==> src/rtl/fifo_port_rr_arbiter_pkg.sv <==
`default_nettype none
// ============================================================================
// Module      : bus_sel_pkg
// Description : Shared constants, helpers and types for the per-FIFO
//               round-robin arbiter of the bus-select fabric.
//               - PORT_NUM_DEF : default number of fd sources
//               - idx_w()      : width of a binary source index
//               - arb_state_t  : arbiter FSM states
// Revision    : 1.0 - initial release
// ============================================================================
package bus_sel_pkg;

    localparam int PORT_NUM_DEF = 6;

    // Binary index width for an n-entry vector. The result is never below 1,
    // so that a single-source build still has a legal index port.
    function automatic int idx_w(input int n);
        return (n > 1) ? $clog2(n) : 1;
    endfunction

    typedef enum logic [0:0] {
        IDLE = 1'b0,
        BUSY = 1'b1
    } arb_state_t;

endpackage
`default_nettype wire

==> src/rtl/fifo_port_rr_arbiter_if.sv <==
`default_nettype none
// ============================================================================
// Module      : fifo_port_rr_arbiter_if
// Description : Handshake bundle between the fd sources / FIFO and one
//               per-FIFO arbiter.
//               req        : fifo_y_bus_sel, bit x = fd_x requests this FIFO
//               src_valid  : bit x = fd_x presents a beat
//               src_last   : bit x = fd_x beat is last of its packet
//               fifo_full  : FIFO cannot accept a beat this cycle
//               src_ready  : per-source ready back to the fd sources
//               fifo_wr_en : FIFO write enable (beat accepted)
//               modport master : source / FIFO side
//               modport slave  : arbiter side
// Revision    : 1.0 - initial release
// ============================================================================
interface fifo_port_rr_arbiter_if
    import bus_sel_pkg::*;
#(
    parameter int PORT_NUM = PORT_NUM_DEF
);
    logic [PORT_NUM-1:0] req;
    logic [PORT_NUM-1:0] src_valid;
    logic [PORT_NUM-1:0] src_last;
    logic                fifo_full;
    logic [PORT_NUM-1:0] src_ready;
    logic                fifo_wr_en;

    modport master (
        output req,
        output src_valid,
        output src_last,
        output fifo_full,
        input  src_ready,
        input  fifo_wr_en
    );

    modport slave (
        input  req,
        input  src_valid,
        input  src_last,
        input  fifo_full,
        output src_ready,
        output fifo_wr_en
    );
endinterface
`default_nettype wire

==> src/rtl/fifo_port_rr_arbiter_rr_prio_pick.sv <==
`default_nettype none
// ============================================================================
// Module      : rr_prio_pick
// Description : Combinational round-robin selector. Returns the first set
//               request bit at an index >= ptr, wrapping modulo PORT_NUM.
//               req    : request vector
//               ptr    : search start index
//               onehot : one-hot of the chosen source (zero when none)
//               idx    : binary index of the chosen source (zero when none)
//               any    : at least one request is set
// Revision    : 1.0 - initial release
// ============================================================================
module rr_prio_pick
    import bus_sel_pkg::*;
#(
    parameter int PORT_NUM = PORT_NUM_DEF,
    parameter int IDX_W    = idx_w(PORT_NUM)
) (
    input  wire logic [PORT_NUM-1:0] req,
    input  wire logic [IDX_W-1:0]    ptr,
    output logic      [PORT_NUM-1:0] onehot,
    output logic      [IDX_W-1:0]    idx,
    output logic                     any
);

    localparam int POS_W = idx_w(2 * PORT_NUM);

    logic [PORT_NUM-1:0]   w_mask;
    logic [2*PORT_NUM-1:0] w_dbl;
    logic [POS_W-1:0]      w_pos;

    // Double-width trick: the low half holds only requests at or above ptr,
    // the high half holds every request. The lowest set bit of the
    // concatenation is therefore the wrapped round-robin winner.
    always_comb begin
        w_mask = '0;
        for (int i = 0; i < PORT_NUM; i++) begin
            w_mask[i] = (i >= int'(ptr));
        end
        w_dbl = {req, req & w_mask};

        w_pos = '0;
        for (int i = 2 * PORT_NUM - 1; i >= 0; i--) begin
            if (w_dbl[i]) begin
                w_pos = POS_W'(i);
            end
        end

        if (int'(w_pos) >= PORT_NUM) begin
            idx = IDX_W'(int'(w_pos) - PORT_NUM);
        end else begin
            idx = IDX_W'(w_pos);
        end

        any    = |req;
        onehot = any ? ({{(PORT_NUM-1){1'b0}}, 1'b1} << idx) : '0;
    end

endmodule
`default_nettype wire

==> src/rtl/fifo_port_rr_arbiter.sv <==
`default_nettype none
// ============================================================================
// Module      : fifo_port_rr_arbiter
// Description : Per-FIFO packet arbiter. Grants one fd source at a time in
//               round-robin order and holds the grant until the last beat
//               of the packet, an abort (req dropped) or a stall timeout.
//               clk         : clock, rising edge
//               rst         : synchronous active-high reset
//               bus         : handshake bundle (slave modport)
//               grant       : registered one-hot grant, zero when idle
//               grant_idx   : binary index of the granted source, 0 when idle
//               busy        : a grant is held
//               err_abort   : 1-cycle pulse, granted source dropped req
//               err_timeout : 1-cycle pulse, grant released by timeout
//               pkt_cnt     : completed packets, wraps
// Revision    : 1.0 - initial release
// ============================================================================
module fifo_port_rr_arbiter
    import bus_sel_pkg::*;
#(
    parameter int PORT_NUM    = PORT_NUM_DEF,
    parameter int TIMEOUT_CYC = 255,
    parameter int CNT_W       = 16,
    parameter int IDX_W       = idx_w(PORT_NUM)
) (
    input  wire logic                clk,
    input  wire logic                rst,
    fifo_port_rr_arbiter_if.slave    bus,
    output logic      [PORT_NUM-1:0] grant,
    output logic      [IDX_W-1:0]    grant_idx,
    output logic                     busy,
    output logic                     err_abort,
    output logic                     err_timeout,
    output logic      [CNT_W-1:0]    pkt_cnt
);

    localparam int IC_W = idx_w(TIMEOUT_CYC + 1);

    arb_state_t          state_q,       state_d;
    logic [PORT_NUM-1:0] grant_q,       grant_d;
    logic [IDX_W-1:0]    grant_idx_q,   grant_idx_d;
    logic [IDX_W-1:0]    ptr_q,         ptr_d;
    logic [IC_W-1:0]     idle_cnt_q,    idle_cnt_d;
    logic [CNT_W-1:0]    pkt_cnt_q,     pkt_cnt_d;
    logic                err_abort_q,   err_abort_d;
    logic                err_timeout_q, err_timeout_d;

    logic [PORT_NUM-1:0] w_pick_onehot;
    logic [IDX_W-1:0]    w_pick_idx;
    logic                w_pick_any;
    logic                w_beat;
    logic                w_last;
    logic                w_req_held;
    logic                w_timeout;
    logic [IDX_W-1:0]    w_ptr_next;

    rr_prio_pick #(
        .PORT_NUM (PORT_NUM),
        .IDX_W    (IDX_W)
    ) u_pick (
        .req    (bus.req),
        .ptr    (ptr_q),
        .onehot (w_pick_onehot),
        .idx    (w_pick_idx),
        .any    (w_pick_any)
    );

    // grant_q is zero in IDLE, so the beat term needs no extra state gating.
    assign w_beat     = (|(grant_q & bus.src_valid)) & ~bus.fifo_full;
    assign w_last     = w_beat & bus.src_last[grant_idx_q];
    assign w_req_held = bus.req[grant_idx_q];
    // A full FIFO stalls the count, so it can only expire on a free cycle.
    assign w_timeout  = (idle_cnt_q == IC_W'(TIMEOUT_CYC - 1)) & ~w_beat & ~bus.fifo_full;
    assign w_ptr_next = (grant_idx_q == IDX_W'(PORT_NUM - 1)) ? '0 : grant_idx_q + IDX_W'(1);

    always_comb begin
        state_d       = state_q;
        grant_d       = grant_q;
        grant_idx_d   = grant_idx_q;
        ptr_d         = ptr_q;
        idle_cnt_d    = idle_cnt_q;
        pkt_cnt_d     = pkt_cnt_q;
        err_abort_d   = 1'b0;
        err_timeout_d = 1'b0;

        case (state_q)
            IDLE: begin
                if (w_pick_any) begin
                    state_d     = BUSY;
                    grant_d     = w_pick_onehot;
                    grant_idx_d = w_pick_idx;
                    idle_cnt_d  = '0;
                end
            end
            BUSY: begin
                if (w_beat) begin
                    idle_cnt_d = '0;
                end else if (!bus.fifo_full && (idle_cnt_q != '1)) begin
                    idle_cnt_d = idle_cnt_q + IC_W'(1);
                end

                // Release priority: last beat, then abort, then timeout.
                if (w_last || !w_req_held || w_timeout) begin
                    state_d     = IDLE;
                    grant_d     = '0;
                    grant_idx_d = '0;
                    ptr_d       = w_ptr_next;
                    if (w_last) begin
                        pkt_cnt_d = pkt_cnt_q + CNT_W'(1);
                    end else if (!w_req_held) begin
                        err_abort_d = 1'b1;
                    end else begin
                        err_timeout_d = 1'b1;
                    end
                end
            end
            default: begin
                state_d = IDLE;
                grant_d = '0;
            end
        endcase
    end

    always_ff @(posedge clk) begin
        if (rst) begin
            state_q       <= IDLE;
            grant_q       <= '0;
            grant_idx_q   <= '0;
            ptr_q         <= '0;
            idle_cnt_q    <= '0;
            pkt_cnt_q     <= '0;
            err_abort_q   <= 1'b0;
            err_timeout_q <= 1'b0;
        end else begin
            state_q       <= state_d;
            grant_q       <= grant_d;
            grant_idx_q   <= grant_idx_d;
            ptr_q         <= ptr_d;
            idle_cnt_q    <= idle_cnt_d;
            pkt_cnt_q     <= pkt_cnt_d;
            err_abort_q   <= err_abort_d;
            err_timeout_q <= err_timeout_d;
        end
    end

    assign bus.src_ready  = grant_q & {PORT_NUM{~bus.fifo_full}};
    assign bus.fifo_wr_en = w_beat;
    assign grant          = grant_q;
    assign grant_idx      = grant_idx_q;
    assign busy           = (state_q == BUSY);
    assign err_abort      = err_abort_q;
    assign err_timeout    = err_timeout_q;
    assign pkt_cnt        = pkt_cnt_q;

endmodule
`default_nettype wire

==> src/flat_wrapper.sv <==
// flat-port wrapper written by rule: the top's interface ports become plain ports
module fifo_port_rr_arbiter_flat import bus_sel_pkg::*;
#(
    parameter int PORT_NUM    = PORT_NUM_DEF,
    parameter int TIMEOUT_CYC = 255,
    parameter int CNT_W       = 16,
    parameter int IDX_W       = idx_w(PORT_NUM)
)
  (clk, rst, grant, grant_idx, busy, err_abort, err_timeout, pkt_cnt, bus_req, bus_src_valid, bus_src_last, bus_fifo_full, bus_src_ready, bus_fifo_wr_en);
  fifo_port_rr_arbiter_if #(.PORT_NUM(PORT_NUM)) bus_i ();
  input  wire logic clk;
  input  wire logic rst;
  output logic      [PORT_NUM-1:0] grant;
  output logic      [IDX_W-1:0] grant_idx;
  output logic busy;
  output logic err_abort;
  output logic err_timeout;
  output logic      [CNT_W-1:0] pkt_cnt;
  input wire logic [$bits(bus_i.req)-1:0] bus_req;
  input wire logic [$bits(bus_i.src_valid)-1:0] bus_src_valid;
  input wire logic [$bits(bus_i.src_last)-1:0] bus_src_last;
  input wire logic [$bits(bus_i.fifo_full)-1:0] bus_fifo_full;
  output wire logic [$bits(bus_i.src_ready)-1:0] bus_src_ready;
  output wire logic [$bits(bus_i.fifo_wr_en)-1:0] bus_fifo_wr_en;
  assign bus_i.req = bus_req;
  assign bus_i.src_valid = bus_src_valid;
  assign bus_i.src_last = bus_src_last;
  assign bus_i.fifo_full = bus_fifo_full;
  assign bus_src_ready = bus_i.src_ready;
  assign bus_fifo_wr_en = bus_i.fifo_wr_en;
  fifo_port_rr_arbiter #(.PORT_NUM(PORT_NUM), .TIMEOUT_CYC(TIMEOUT_CYC), .CNT_W(CNT_W), .IDX_W(IDX_W)) u_core (.clk(clk), .rst(rst), .bus(bus_i), .grant(grant), .grant_idx(grant_idx), .busy(busy), .err_abort(err_abort), .err_timeout(err_timeout), .pkt_cnt(pkt_cnt));
endmodule
==> config.mk <==
export PLATFORM = sky130hd
export DESIGN_NAME = fifo_port_rr_arbiter_flat
export DESIGN_NICKNAME = d
export VERILOG_FILES = /design/src/rtl/fifo_port_rr_arbiter_pkg.sv /design/src/rtl/fifo_port_rr_arbiter_if.sv /design/src/rtl/fifo_port_rr_arbiter_rr_prio_pick.sv /design/src/rtl/fifo_port_rr_arbiter.sv /design/src/flat_wrapper.sv
export SDC_FILE = /design/constraint.sdc
export NUM_CORES = 1
export LEC_CHECK = 0
export CORE_UTILIZATION = 28
export CTS_CLUSTER_SIZE = 40
export DETAILED_ROUTE_END_ITERATION = 8
export PLACE_DENSITY_LB_ADDON = 0.08
export SLEW_MARGIN = 15
export SYNTH_ARGS = -nofsm -noshare
export SYNTH_HDL_FRONTEND = slang
export SYNTH_SLANG_ARGS = --single-unit
==> constraint.sdc <==
create_clock -name clk -period 2.7 [get_ports clk]
set_clock_uncertainty 0.2 [all_clocks]
set_input_delay 0.27 -clock clk [delete_from_list [all_inputs] [get_ports clk]]
set_output_delay 0.27 -clock clk [all_outputs]
set_load 0.03 [all_outputs]
==> impl_results.md <==
* Status: completed
* Initial Util at 0.2889
* R2R setup slack at 0.22 ns
* Top-Level Pins at 56
* Die area at 0.007835 mm2
* Reg2reg path depth at 6
* Critical Path End Type: register
* CP max-delay cell: mux4_2
* Area Overhead vs Synth at 38.51%
* PwrDens at 493.9 mW/mm2
* Simple-gate share of the synthesized area at 0.2848
* Mean Syn Cell Area at 8.519 um2
* Root Buffer: clkbuf_8
* DP Worst Slack at 0.1217 ns
* Compound-Gate Fraction of Synth Area at 0.1499
* CP Data Arrival Time at 2.50 ns
* Initial antenna violation count at 0
* EDFF count, synth at 0
* Final worst-path setup slack at 0.2210 ns
* Die W at 88.52 um
* Num rows at 31
* Drt pass-1 iters at 4
* Cell chain of the critical path: mux4_2 -> a22oi_2 -> nor3_2 -> o31a_1 -> or2_1 -> o22ai_1
* Sequential fraction of the synthesis area at 0.3725
* CTS clk-pin slew, worst paths at 0.08 ns
* Fill cells at 744
* Largest family of logic cells by synthesized area: simple AND/OR/NAND/NOR gates
* Final clock period utilization by the worst path at 0.9182
* Hold-fix buffers, CTS at 0
* Top Family by Delay on Critical Path: compound AO/OA/AOI/OAI gates
* Max Cap Viol at 0
* Worst hold path type: register to register
* Seq cells post-synth at 39
* Overall die height at 88.52 um
* Stages on the worst setup path at 6
* Clock buffer depth at 2
* RSZ-0062 raised after global routing: false
* Synth Area in Adders at 0.01791
* Synth Instances at 246
* Final core area utilization at 0.4002
* LEAKAGE at 1.029 nW
* Worst slew pin tran at 0.6880 ns
* Post-synth ARST share at 0
* Synth Warn # at 0
* H-Tree Depth at 2
* # clock sinks at 39
* Share of the synthesized area in the top cell type at 0.3725
* Inserted Clock Buffers at 5
* HPWL after DPL at 4240 um
* Share of cells above drive strength 1 at 0.09325
* CP max FO at 9
* Routed WL at 5733 um
* Setup Buffers After CTS at 0
* Core area at 0.007253 mm2
* Worst hold path stage count at 2
* Pin count of the biggest net entering global routing at 28
* CP bufs+invs at 0
* Dominant cell type by area after synthesis: dfxtp_1
* Yosys cell types at 52
* Max VDD drop at 0.2100 mV
* Via count at 1978
* Slew Limit Fails at 0
* GRT Util Overall at 0.1562
* RePlAce Congestion at 0.7730
* TNS Setup at 0 ns
* Setup violations, final at 0
* Mux cell area share after synthesis at 0.04597
* DR WL/cell at 13.98 um
* Vias per cell at 4.824
* Post-cts resize count at 0
* WS Path Type: register to register
* Synth Net Count at 270
* Number of routed nets with antenna violations at 0
* Minimum clock period after layout at 2.479 ns
* Worst path required time at 2.72 ns
* Cell Area, Synth at 0.002096 mm2
* Largest cells by area after synthesis: dfxtp_1 37%, xor2_1 7.5%, nor2_1 5.4%
* CTS tree: built
* Vias in the first global route at 1845
* First-pass GRT wire length at 9349 um
* Congestion Overflow GR at 0
* Peak Freq at 0.4034 GHz
* Rel. slew slack at 0.5353
* Later-pin clock latency in the skew report at 0.29 ns
* Most used DFF post-synth: dfxtp_1
* DRT iter0 DRCs at 67
* Final Hold Fails at 0
* Fin nets at 334
* Number of diodes at 0
* Max incr delay on CP at 0.57 ns
* PortBufs at 55
* Post-synthesis xor/xnor area fraction at 0.08358
* DRC Markers at 0
* Startpoint types: register
-- worst paths after layout --
kind                                          start           endpoint
worst max-delay path            u_core.grant_idx[0]    u_core.grant[4]
worst min-delay path              u_core.pkt_cnt[1]  u_core.pkt_cnt[1]
worst max register to register  u_core.grant_idx[0]    u_core.grant[4]
worst min register to register    u_core.pkt_cnt[1]  u_core.pkt_cnt[1]
-- per-layer routing --
layer	up-vias	GRT usage	share of wire
li1	1015	-	-
met1	925	0.2251	0.50
met2	36	0.2350	0.46
met3	2	0.03451	0.038
met4	0	0.03959	0.0049
met5	-	0	0
-- state kept, by name, summed over array words and instances, names as in the netlist --
name                count
u_core.ptr_q            3
u_core.idle_cnt_q       8
u_core.grant            6
u_core.err_timeout      1
u_core.pkt_cnt         16
u_core.err_abort        1
u_core.grant_idx        3
u_core.busy             1
-- cell type report --
class,instances,area (um2),share of cell area
flip-flops and latches,39,780.7,0.2690
inverters,7,26.28,0.009052
clock inverters,1,5.005,0.001724
multi-input cells,186,1220,0.4203
repair buffers,71,670.6,0.2310
well taps,99,123.9,0.04267
clock buffers,7,76.32,0.02629
-- cells by family (layout without fill, tap and decap cells) --
| group | Yosys count | in the layout |
|---|---|---|
| compound gates | 47 | 47 |
| xor+xnor | 20 | 20 |
| fa+ha+maj | 3 | 3 |
| buf+inv | 21 | 86 |
| flops | 39 | 39 |
| mux | 7 | 7 |
| simple gates | 109 | 109 |
-- cells in the mapped netlist, types with 3 or more instances --
master and n:
a21oi_1 10, a22oi_1 3, a32o_1 3, and2_1 3, and3_1 9, clkbuf_1 11
dfxtp_1 39, ha_1 3, inv_1 7, mux2i_1 4, nand2_1 12, nand2b_1 3
nand3_1 11, nand4_1 8, nand4b_1 3, nor2_1 30, nor2b_1 10, o21ai_0 11
o22ai_1 4, or3_1 4, xor2_1 18
-- metrics by stage --
stage	total power, mW	area, um2	std cells	hold slack (ns)
2_1_floorplan	0.8864	2096	246	0.2722
3_3_place_gp	1.055	2821	402	0.2947
3_5_place_dp	1.055	2821	402	0.2819
4_1_cts	1.446	2903	410	0.2923
5_1_grt	1.508	2903	410	0.3468
6_report	1.434	2903	410	0.2968
-- layout by cell type, fill, tap and decap left out, drive strengths merged, types with 4 or more instances in the layout --
cell type,synthesis,final
or3,4,4
and3,9,9
nand2,12,12
nor2b,10,10
nand3,11,11
o21ai,11,11
xor2,18,18
inv,7,7
nand4,8,8
clkdlybuf4s50,0,55
dfxtp,39,39
clkbuf,11,7
a22oi,4,4
nor2,31,31
mux2i,4,4
buf,3,16
a21oi,10,10
o22ai,4,4
-- power by group --
| group | switching (mW) | leakage, nW | total, mW | internal (mW) |
|---|---|---|---|---|
| Clock | 0.211 | 0.0422 | 0.393 | 0.182 |
| Sequential | 0.0472 | 0.316 | 0.650 | 0.603 |
| Combinational | 0.203 | 0.670 | 0.390 | 0.187 |
| Total | 0.462 | 1.03 | 1.43 | 0.972 |
-- worst reg2reg max path: stages (launching register included) --
cell,delay (ns)
dfxtp_1,0.50
mux4_2,0.57
a22oi_2,0.20
nor3_2,0.07
o31a_1,0.43
or2_1,0.30
o22ai_1,0.13
Power figures use the tool's default switching activity.
